**config.mk**
```make
export PLATFORM = sky130hd
export DESIGN_NAME = board_mem
export DESIGN_NICKNAME = d
export VERILOG_FILES = /design/src/rtl/othello_pkg.sv /design/src/rtl/board_init_pattern.sv /design/src/rtl/board_mem.sv
export SDC_FILE = /design/constraint.sdc
export NUM_CORES = 1
export LEC_CHECK = 0
export BUFFER_PORTS_ARGS = -buffer_cell sky130_fd_sc_hd__buf_2
export CAP_MARGIN = 40
export CORE_UTILIZATION = 52
export DETAILED_ROUTE_END_ITERATION = 6
export PLACE_DENSITY = 0.68
export SYNTH_ARGS = -nofsm -noshare
export SYNTH_HDL_FRONTEND = slang
export SYNTH_SLANG_ARGS = --single-unit
```
**constraint.sdc**
```tcl
create_clock -name clock -period 6.8 [get_ports clock]
set_input_delay 1.36 -clock clock [delete_from_list [all_inputs] [get_ports clock]]
set_output_delay 1.36 -clock clock [all_outputs]
set_load 0.02 [all_outputs]
```
**src/rtl/othello_pkg.sv**
```systemverilog
// Shared encodings, board geometry and FSM state constants for the Othello board memory.
package othello_pkg;

  localparam int unsigned ADDR_W      = 7;
  localparam int unsigned CELL_W      = 2;
  localparam int unsigned COUNT_W     = 7;
  localparam int unsigned BOARD_DIM   = 10;
  localparam int unsigned BOARD_CELLS = 100;

  localparam logic [CELL_W-1:0] CELL_NULL  = 2'b00;
  localparam logic [CELL_W-1:0] CELL_BLACK = 2'b01;
  localparam logic [CELL_W-1:0] CELL_WHITE = 2'b10;
  localparam logic [CELL_W-1:0] CELL_WALL  = 2'b11;

  // Centre start squares: 44/55 white, 45/54 black.
  localparam logic [ADDR_W-1:0] START_WHITE_0 = 7'd44;
  localparam logic [ADDR_W-1:0] START_BLACK_0 = 7'd45;
  localparam logic [ADDR_W-1:0] START_BLACK_1 = 7'd54;
  localparam logic [ADDR_W-1:0] START_WHITE_1 = 7'd55;

  typedef logic [1:0] board_state_t;
  localparam board_state_t ST_INIT = 2'd0;
  localparam board_state_t ST_IDLE = 2'd1;
  localparam board_state_t ST_RESP = 2'd2;

endpackage

```
**src/rtl/board_init_pattern.sv**
```systemverilog
// Combinational map from cell address to its power-up value (walls, centre pieces, null).
module board_init_pattern
  import othello_pkg::*;
(
  input  logic [ADDR_W-1:0] addr,
  output logic [CELL_W-1:0] cell_c
);

  localparam logic [ADDR_W-1:0] DIM_A   = ADDR_W'(BOARD_DIM);
  localparam logic [ADDR_W-1:0] LAST_A  = ADDR_W'(BOARD_DIM - 1);
  localparam logic [ADDR_W-1:0] CELLS_A = ADDR_W'(BOARD_CELLS);

  logic [ADDR_W-1:0] row;
  logic [ADDR_W-1:0] col;

  always_comb begin
    cell_c = CELL_NULL;
    row    = addr / DIM_A;
    col    = addr % DIM_A;
    // Anything off the 10x10 board reads as wall too.
    if (addr >= CELLS_A) begin
      cell_c = CELL_WALL;
    end else if (row == '0 || row == LAST_A || col == '0 || col == LAST_A) begin
      cell_c = CELL_WALL;
    end else if (addr == START_WHITE_0 || addr == START_WHITE_1) begin
      cell_c = CELL_WHITE;
    end else if (addr == START_BLACK_0 || addr == START_BLACK_1) begin
      cell_c = CELL_BLACK;
    end
  end

endmodule

```
**src/rtl/board_mem.sv**
```systemverilog
// Othello board store: 100 two-bit cells, self-initialising, one request per two cycles.
// Optional live piece counters are built when BOARD_COUNT_EN is defined.
module board_mem
  import othello_pkg::*;
(
  input  logic              clock,
  input  logic              reset,
  input  logic              req,
  input  logic              wren,
  input  logic [ADDR_W-1:0] addr_to_mem,
  input  logic [CELL_W-1:0] data_to_mem,
  output logic              ready,
  output logic              data_get,
  output logic [CELL_W-1:0] data_from_mem
`ifdef BOARD_COUNT_EN
  ,
  output logic [COUNT_W-1:0] black_count,
  output logic [COUNT_W-1:0] white_count
`endif
);

  localparam logic [ADDR_W-1:0] CELLS_A     = ADDR_W'(BOARD_CELLS);
  localparam logic [ADDR_W-1:0] LAST_CELL_A = ADDR_W'(BOARD_CELLS - 1);

  board_state_t      state;
  board_state_t      state_nxt;
  logic [ADDR_W-1:0] init_addr;
  logic [CELL_W-1:0] init_cell_c;
  logic [CELL_W-1:0] mem [BOARD_CELLS];

  logic              in_range_c;
  logic [CELL_W-1:0] cur_cell_c;
  logic              accept_c;
  logic              wr_eff_c;

  board_init_pattern u_init_pattern (
    .addr   (init_addr),
    .cell_c (init_cell_c)
  );

  // Request decode; a write is dropped for off-board, wall targets and wall data.
  always_comb begin
    in_range_c = (addr_to_mem < CELLS_A);
    cur_cell_c = in_range_c ? mem[addr_to_mem] : CELL_WALL;
    accept_c   = req && (state == ST_IDLE);
    wr_eff_c   = accept_c && wren && in_range_c &&
                 (cur_cell_c != CELL_WALL) && (data_to_mem != CELL_WALL);
  end

  always_comb begin
    state_nxt = state;
    case (state)
      ST_INIT: if (init_addr == LAST_CELL_A) state_nxt = ST_IDLE;
      ST_IDLE: if (req) state_nxt = ST_RESP;
      ST_RESP: state_nxt = ST_IDLE;
      default: state_nxt = ST_INIT;
    endcase
  end

  always_ff @(posedge clock) begin
    if (reset) begin
      state     <= ST_INIT;
      init_addr <= '0;
    end else begin
      state <= state_nxt;
      if (state == ST_INIT) init_addr <= init_addr + ADDR_W'(1);
    end
  end

  // Outputs are registered from the next state so they line up with it.
  always_ff @(posedge clock) begin
    if (reset) begin
      ready         <= 1'b0;
      data_get      <= 1'b0;
      data_from_mem <= CELL_NULL;
    end else begin
      ready         <= (state_nxt == ST_IDLE);
      data_get      <= (state_nxt == ST_RESP);
      data_from_mem <= (accept_c && !wren) ? cur_cell_c : CELL_NULL;
    end
  end

  always_ff @(posedge clock) begin
    if (!reset) begin
      if (state == ST_INIT) begin
        mem[init_addr] <= init_cell_c;
      end else if (wr_eff_c) begin
        mem[addr_to_mem] <= data_to_mem;
      end
    end
  end

`ifdef BOARD_COUNT_EN
  // Counts stay 0 through INIT and load the start position on the final INIT edge.
  always_ff @(posedge clock) begin
    if (reset) begin
      black_count <= '0;
      white_count <= '0;
    end else if (state == ST_INIT) begin
      black_count <= (state_nxt == ST_IDLE) ? COUNT_W'(2) : '0;
      white_count <= (state_nxt == ST_IDLE) ? COUNT_W'(2) : '0;
    end else if (wr_eff_c) begin
      black_count <= black_count - COUNT_W'(cur_cell_c == CELL_BLACK)
                                 + COUNT_W'(data_to_mem == CELL_BLACK);
      white_count <= white_count - COUNT_W'(cur_cell_c == CELL_WHITE)
                                 + COUNT_W'(data_to_mem == CELL_WHITE);
    end
  end
`endif

endmodule

```
== Yosys cells after proc, flatten, opt, wreduce, memory -nomap -nowiden ==
Memory sizes are Yosys's and may differ from the RTL's.
Cells that the tools add are included.

* Input bits: 13
* Register bits after elaboration: 13
* Logic and storage cells: 60
* RAM bits: 200
* Memories: 1
* Output and inout bits: 4

{| class="wikitable"
|+ Memories
! memory !! depth !! width !! read ports !! clocked after memory_dff !! wr ports !! RTL line !! source
|-
| mem || 100 || 2 || 1 || 0 || 1 || board_mem.sv:29 || <nowiki>logic [CELL_W-1:0] mem [BOARD_CELLS];</nowiki>
|}

* Bitwise operators: 1
* Div/mod/pow operators: 2
* Add/subtract/negate cells: 1
* Reduce and logical (&&, ||, !) cells: 17
* Equal/unequal tests: 13
* Mux-type cells: 18
* $lt $le $gt $ge: 2

{| class="wikitable"
|+ Operators with widths
! kind !! count
|-
| $eq 7x6->1 const B || 4
|-
| $eq 7x4->1 const B || 2
|-
| $logic_not 7->1 || 2
|-
| $mux 2 || 7
|-
| $mux 1 || 9
|-
| $add 7x1->7 const B || 1
|-
| $div 7x4->7 const B || 1
|-
| $eq 7x7->1 const B || 1
|-
| $ge 7x7->1 const B || 1
|-
| $lt 7x7->1 const B || 1
|-
| $mod 7x4->7 const B || 1
|-
| $mux 7 || 1
|-
| $logic_and 1x1->1 || 6
|-
| $pmux 2 s3 || 1
|-
| $logic_or 1x1->1 || 5
|-
| $eq 2x1->1 const B || 2
|-
| $eq 2x2->1 const B || 2
|-
| $ne 2x2->1 const B || 2
|-
| $reduce_or 2->1 || 2
|-
| $logic_not 2->1 || 1
|-
| $logic_not 1->1 || 1
|-
| $not 1->1 || 1
|}

== Logic depth before layout (Yosys ltp) ==
Gate-level depths: netlist of run 1.

* Word-level depth: 12
* Mapped depth: 14
* Mapped depth without buffers: 9

== Cells and area by module ==
A second synthesis of run 1 with hierarchy kept.

* Cells, all modules: 641
* Area total of the unflattened synthesis: 9,805.7 sq um

{| class="wikitable"
|+ Modules (own cells, without submodules)
! module !! area an instance (sq um) !! cells an instance !! instances
|-
| board_mem || 9,560.4 || 604 || 1
|-
| board_init_pattern || 245.2 || 37 || 1
|}

== Least setup slack after synthesis of run 1 ==
No wires, ideal clock.

* Path kind: input-to-reg
* From: in addr_to_mem[1]
* To: mem mem[0][0] (data pin)
* Buffers on the path: 4
* Stages: 11
* Slack: 1.975 ns
* Data arrival time: 4.486 ns
* Cells stage by stage: buf_2 > buf_2 > clkbuf_1 > mux4_2 > a221oi_1 > nand2_1 > nand3_1 > nand3_1 > a211oi_4 > buf_4 > mux2_2

* Cells in the longest elaborated chain, start to end: 11
* Elaborated cells between the ends (all ways): 13
* Those cells by class: order compare (1); eq/ne (1); mux (6); reduce/logical (4); memory (1)

{| class="wikitable"
|+ RTL lines
! what !! RTL line !! source
|-
| from (decl) || board_mem.sv:10 || <nowiki>input logic [ADDR_W-1:0] addr_to_mem,</nowiki>
|-
| $mem_v2 100x2 / $lt 7x7->1 (equally long branches) || -- ||
|-
| $mux 2 || board_mem.sv:44 || <nowiki>cur_cell_c = in_range_c ? mem[addr_to_mem] : CELL_WALL;</nowiki>
|-
| $ne 2x2->1 || board_mem.sv:47 || <nowiki>(cur_cell_c != CELL_WALL) && (data_to_mem != CELL_WALL);</nowiki>
|-
| $logic_and 1x1->1 (*) || board_mem.sv:46 || <nowiki>wr_eff_c = accept_c && wren && in_range_c &&</nowiki>
|-
| $logic_and 1x1->1 (*) || board_mem.sv:47 ||
|-
| $mux 1 (*) || board_mem.sv:87 || <nowiki>end else if (wr_eff_c) begin</nowiki>
|-
| $mux 1 (*) || board_mem.sv:85 || <nowiki>if (state == ST_INIT) begin</nowiki>
|-
| $mux 1 (*) || board_mem.sv:84 || <nowiki>if (!reset) begin</nowiki>
|-
| $mux 1 (not written as such) (*) || board_mem.sv:88 || <nowiki>mem[addr_to_mem] <= data_to_mem;</nowiki>
|-
| $reduce_or 2->1 (no source line) (*) || -- ||
|-
| $mux 2 (no source line) (*) || -- ||
|-
| to (decl) || board_mem.sv:29 ||
|}

Every way passes the cells marked *; elsewhere a longest branch is shown, timed or not.

== Worst setup path in the final report of run 1 ==
* From: in addr_to_mem[0]
* To: mem mem[20][0] (data pin)

Same word-level chain as after synthesis.

==> results of run 1 <==
area by class of cell:
cell class              instances  area (um2)
multi-input cells             425        3180
flip-flops and latches        213        6270
repair buffers                 40         300
clock buffers                  25         583
inverters                      11        41.3
well taps                     229         287
clock inverters                15         123
fillers                      1404        7360
worst max-delay path, delay by kind of cell:
family | cells | cell delay (ns)
buffers and inverters | 4 | 1.78
multiplexers | 3 | 1.16
AO/OA/AOI/OAI | 3 | 1.02
AND/OR/NAND/NOR | 1 | 0.14
cell usage after synthesis, types with 3 or more instances:
cell type    n
o21a_1       4
nand2_1     31
mux2_2       6
nand4_1      3
nand3_1     10
a21oi_1     10
buf_4        4
a32oi_1      3
nor3_1      20
o221ai_1     5
buf_6        3
ha_1         4
a221oi_1     7
nor2_1     139
a22o_1       3
mux4_2      42
nor2b_1     12
xor2_1       4
nor3b_1      3
o21ai_0     15
or3_1        3
a31oi_1      6
nand2b_1    10
xnor2_1      3
buf_2        7
dfxtp_1     13
clkbuf_1    29
mux2i_1     32
edfxtp_1   200
a211oi_1    11
nor4_1       3
inv_1       10
buf_1        4
a22oi_1      7
path summary, 6_finish.rpt:
check                 start  depth (start not counted)  slack [ns]         end
max          addr_to_mem[0]                         11        1.41  mem[20][0]
min                state[0]                          1        0.53    data_get
max reg2reg    init_addr[5]                          9        2.63  mem[20][0]
min reg2reg        state[0]                          1        0.53    data_get
placed cells by master, fill, tap and decap left out, types with 4 or more instances in the layout:
cell,n
a211oi_1,11
a21oi_1,10
a221oi_1,7
a22oi_1,7
a31oi_1,6
buf_2,15
buf_4,22
clkbuf_16,23
clkinv_1,7
clkinv_2,5
dfxtp_1,13
edfxtp_1,200
ha_1,4
inv_1,10
mux2_2,6
mux2i_1,32
mux4_2,42
nand2_1,31
nand2b_1,10
nand3_1,10
nor2_1,139
nor2b_1,12
nor3_1,20
o21a_1,4
o21ai_0,15
o221ai_1,5
xor2_1,4
report_power, final:
part | switching (uW) | internal, uW | total, uW
combinational | 92.3 | 58.7 | 151
clock | 477 | 690 | 1170
sequential | 4.78 | 1420 | 1420
cell families after synthesis:
| group | share of synthesized area [%] |
|---|---|
| compound gates | 6.51 |
| xor+xnor | 0.631 |
| fa+ha+maj | 0.515 |
| buf+inv | 2.72 |
| flops | 64.5 |
| mux | 13.7 |
| simple gates | 11.4 |
per-layer routing:
layer / track usage (%) / vias to the layer above
met5: 0 / -
met4: 7.54 / 0
met3: 3.56 / 42
met2: 36.7 / 239
met1: 33.5 / 3012
li1: - / 2705
stage by stage:
step / utilization, % / total power (uW) / instance area [um2] / setup WS, ns / hold slack [ns]
floorplan: - / 1550 / 9710 / 1.98 / 0.482
global placement: 55.0 / 1590 / 9980 / 0.979 / 0.504
detailed placement: 55.5 / 1600 / 10100 / 0.983 / 0.526
CTS: 59.4 / 2750 / 10800 / 1.45 / 0.534
global route: 59.4 / 2820 / 10800 / 1.09 / 0.565
finish: 59.4 / 2740 / 10800 / 1.41 / 0.534
state kept, by name (all words and copies together) (netlist names):
name	count
init_addr	7
data_from_mem	2
state	2
ready	1
mem	200
data_get	1
==> metrics.yaml, run 1 <==
wl_met2_um: 10100
die_h_um: 139
worstPathCellList: "buf_4 > buf_12 > mux4_2 > mux2_2 > a221oi_1 > a311o_1 > nand3_1 > a211oi_4 > buf_4 > mux2_2 > buf_4"
dpl.hpwl_um: 14300
slew-limit-headroom_pct: 38.1
cp.required_ns: 6.97
netlist_instances: 696
cts_hold_buf: 0
wl_per_cell_um: 22.7
finalCritPeriodShare_pct: 79.3
yosys_warnings: 0
portBuffers: 16
grt_max_degree: 89
boundaryPins: 17
drive_above_1_share_pct: 17.1
ys_ff_latch: 213
grt_use_total_pct: 23.2
yosys.area.top_type: "edfxtp_1"
synth_enable_flop_cells: 200
worst_clock_skew_ns: 0.0176
syn_area_um2: 9710
final_max_slew_viol_count: 0
worstMarginPinSlew_ns: 0.903
finalSetupTns_ns: 0
ant_nets: 0
yosys.area.top_type_share_pct: 61.8
cts_root_buffer: "clkbuf_16"
rsz0062_at_grt: "no"
cap_violations: 0
seq_area_frac_synth_pct: 64.5
wl_met1_um: 9360
drt_iter0_markers: 604
antenna_found_initial: 0
hp-class: "reg2reg"
outcome: "complete, but fails checks"
dieArea_um2: 19200
syn_avg_cell_area_um2: 14.0
die_w_um: 139
critPathKind: "in2reg"
grt-ovfl-total: 0
area_growth_pct: 11.0
first_global_vias: 5976
htreeDepth: 1
min_period_ns: 5.39
start_util_pct: 53.5
crit_path_start_kind: "input pin"
synth_nets: 713
end_kind: "flip-flop"
async_flop_share_pct: 0
fmax_mhz: 185
dp.cells: 918
crit_top_cell: "buf_4"
tritoncts: "yes"
slowest_delay_ns: 0.70
core_um2: 18100
fin_cells: 958
crit_fanout: 88
dr.max_layer_used: "met4"
grt_pass1_wl_um: 34000
rows: 49
setup_viol: 0
synth_cell_types: 55
ctsResizeCount: 0
insertedDiodeCount: 0
violations: "DRC"
clk_latency_ns: 0.50
power.leakage_uw: 0.00334
num-nets-final: 731
cts.reportedPaths.clkPinSlew_ns: 0.06
synth-main-ff-cell: "edfxtp_1"
totalWireLength_um: 21800
clock_sinks: 213
arrival_ns: 5.56
post_cts.repair.setup_buffers: 0
finalHoldViolCount: 0
firstDrtPassIters: 7
viasPerCell: 6.26
ir_drop_mv: 0.193
place_congestion: 0.838
yosys-top-cells-area: "edfxtp_1 (62%), mux4_2 (9.7%), nor2_1 (5.4%), mux2i_1 (3.3%), dfxtp_1 (2.7%)"
cts_buffers: 23
drc: 6
dr_wl_met3_um: 1660
powerDensity_nw_per_um2: 254
clk_path_buf_depth: 3
vias: 5998
critPathSlowestCell: "buf_4"
(Power assumes the default switching activity.)
==> inputs of run 2 (changes only) <==
--- a/config.mk
+++ b/config.mk
@@ -9,7 +9,7 @@
 export CAP_MARGIN = 40
 export CORE_UTILIZATION = 52
 export DETAILED_ROUTE_END_ITERATION = 6
-export PLACE_DENSITY = 0.68
+export PLACE_DENSITY = 0.71
 export SYNTH_ARGS = -nofsm -noshare
 export SYNTH_HDL_FRONTEND = slang
 export SYNTH_SLANG_ARGS = --single-unit
==> constraint.sdc (replaced) <==
create_clock -name clock -period 4.42 [get_ports clock]
set_input_delay 0.884 -clock clock [delete_from_list [all_inputs] [get_ports clock]]
set_output_delay 0.884 -clock clock [all_outputs]
set_load 0.02 [all_outputs]
==> run 2 against run 1 <==
  * The flow still finishes with violations (DRC)
  * Critical path type unchanged
  * Routed wire length rose by 3.2%
  * Sequential power rose by 54%
  * Clock-buffer cell count did not move
  * Utilization rose by 1.3 points
  * Combinational power rose by 62%
  * Register-to-register slack got worse by 1.8 ns
  * Sequential share of layout area fell by 1.2 points
  * Flip-flop and latch count did not move
  * Total power rose by 61%
  * Highest routed layer is now met5
  * Via count rose by 1.5%
  * Non-clock buffer count rose by 14
  * Clock power rose by 69%
==> metrics.yaml, run 2 (synthesis gave the netlist of run 1 again) <==
powerDensity_nw_per_um2: 401  # +58%
r2r_cells: 9  # unchanged
die_h_um: 139  # unchanged
utilization_pct: 60.7  # +1.3 points
mostFrequentLayoutCells: "edfxtp_1 (200), nor2_1 (139), mux4_2 (42)"
grt_use_met2_pct: 39.2  # +2.5 points
hold-worst-slack_ns: 0.532  # -0.00261 ns
crit_fanout: 28  # -68%
final_max_slew_viol_count: 0  # unchanged
hp-class: "reg2reg"
drt_iter0_markers: 794  # +31%
totalWireLength_um: 22500  # +3.2%
fin_cells: 966  # +0.84%
die_w_um: 139  # unchanged
arrival_ns: 4.33  # -1.23 ns
rows: 49  # unchanged
wl_per_cell_um: 23.3  # +2.4%
viasPerCell: 6.30  # +0.68%
portBuffers: 16  # unchanged
slowest_delay_ns: 0.70  # about the same
ir_drop_mv: 0.235  # +22%
core_um2: 18100  # unchanged
clock_sinks: 213  # unchanged
drive_above_1_share_pct: 18.9  # +1.7 points
area_growth_pct: 13.4
worst_clock_skew_ns: 0.0201  # +0.00251 ns
layout.cells.most_common: "edfxtp_1"
vias: 6089  # +1.5%
r2r-start: "mem[79][0]"
power.leakage_uw: 0.00346  # +3.6%
grt-ovfl-total: 0  # unchanged
clk_path_buf_depth: 3  # unchanged
dp.cells: 932  # +1.5%
first_global_vias: 6167  # +3.2%
cts_hold_buf: 0  # unchanged
ant_nets: 0  # unchanged
grt_use_total_pct: 23.9  # +0.65 points
num-nets-final: 744  # +1.8%
fmax_mhz: 243
min_period_ns: 4.12
post_cts.repair.setup_buffers: 0  # unchanged
place_congestion: 0.862  # +2.8%
largest-register: "mem"
postLayoutSetupSlackWorst_ns: 0.302  # -1.11 ns
critPathKind: "in2reg"
critPathLaunch: "addr_to_mem[0]"
ctsResizeCount: 0  # unchanged
cts_buffers: 22  # -4.3%
slew-limit-headroom_pct: 41.0  # +2.9 points
crit_top_cell: "buf_12"
pre_cts_slack_ns: -0.196  # -1.18 ns
cts.reportedPaths.clkPinSlew_ns: 0.06  # about the same
outcome: "complete, but fails checks"
setup_viol: 0  # unchanged
largest_register_ffs: 200  # unchanged
reg_top3: "mem: 200 flops, init_addr: 7 flops"
insertedDiodeCount: 0  # unchanged
cp.required_ns: 4.63  # -2.34 ns
clk_latency_ns: 0.51  # about the same
finalCritPeriodShare_pct: 93.2
grt_max_degree: 85  # -4.5%
grt_util_met1_pct: 30.9  # -2.6 points
num-fill-cells: 1324  # -5.7%
grt-busiest-layer: "met2"
start_util_pct: 53.5  # unchanged
dpl.hpwl_um: 14800  # +3.1%
min_path_cells: 1  # unchanged
min-delay-start: "state[0]"
dieArea_um2: 19200  # unchanged
end_kind: "flip-flop"
htreeDepth: 1  # unchanged
rsz0062_at_grt: "no"
tritoncts: "yes"
finalHoldViolCount: 0  # unchanged
worstMarginPinSlew_ns: 0.878  # -0.0251 ns
crit_path_start_kind: "input pin"
violations: "DRC"
cap_violations: 0  # unchanged
antenna_found_initial: 1  # +1
drc: 6  # unchanged
finalPower_uw: 4420  # +61%
grt_pass1_wl_um: 34900  # +2.8%
cts_root_buffer: "clkbuf_16"
boundaryPins: 17  # unchanged
critPathSlowestCell: "mux2i_1"
firstDrtPassIters: 7  # unchanged
grt_use_met3_pct: 5.25  # +1.7 points
worstPathCellList: "buf_4 > buf_12 > mux4_2 > a221oi_1 > a22oi_1 > a211o_1 > a211oi_4 > buf_12 > mux2i_1 > nor2_1"
## run 2: stage by stage
| stage | instance area, um2 | setup TNS, ns |
|---|---|---|
| after floorplan | 9710 | 0 |
| after global placement | 10200 | -1.23 |
| after detailed placement | 10200 | -4.43 |
| after CTS | 11000 | 0 |
| after global routing | 11000 | 0 |
| final | 11000 | 0 |
## run 2: critical path, delay by kind of cell
| family | cells | cell delay [ns] |
|---|---|---|
| AND/OR/NAND/NOR | 1 | 0.19 |
| multiplexers | 2 | 1.19 |
| AO/OA/AOI/OAI | 4 | 1.30 |
| buffers and inverters | 3 | 0.72 |
## run 2: path summary, 6_finish.rpt
| path | slack [ns] | end |
|---|---|---|
| hold reg to reg | 0.53 | data_get |
| setup / recovery | 0.30 | mem[54][0] |
| setup reg to reg | 0.82 | mem[54][0] |
| hold / removal | 0.53 | data_get |
## run 2: per-layer routing
metal	share of wire [%]	vias up
met4	4.2	2
met2	49	270
li1	-	2724
met5	0.058	-
met1	40	3030
met3	7.5	63
## run 2: where the power goes
group	switching, uW	total [uW]	internal [uW]
Sequential	7.69	2190	2180
Combinational	147	245	98.4
Clock	714	1980	1270
Total	868	4420	3550
## run 2: area by class of cell
| cell class | instances | area, um2 | share of cell area (%) |
|---|---|---|---|
| well taps | 229 | 287 | 2.60 |
| flip-flops and latches | 213 | 6270 | 56.9 |
| clock inverters | 9 | 206 | 1.87 |
| multi-input cells | 425 | 3180 | 28.9 |
| repair buffers | 54 | 455 | 4.14 |
| clock buffers | 25 | 572 | 5.19 |
| inverters | 11 | 41.3 | 0.375 |
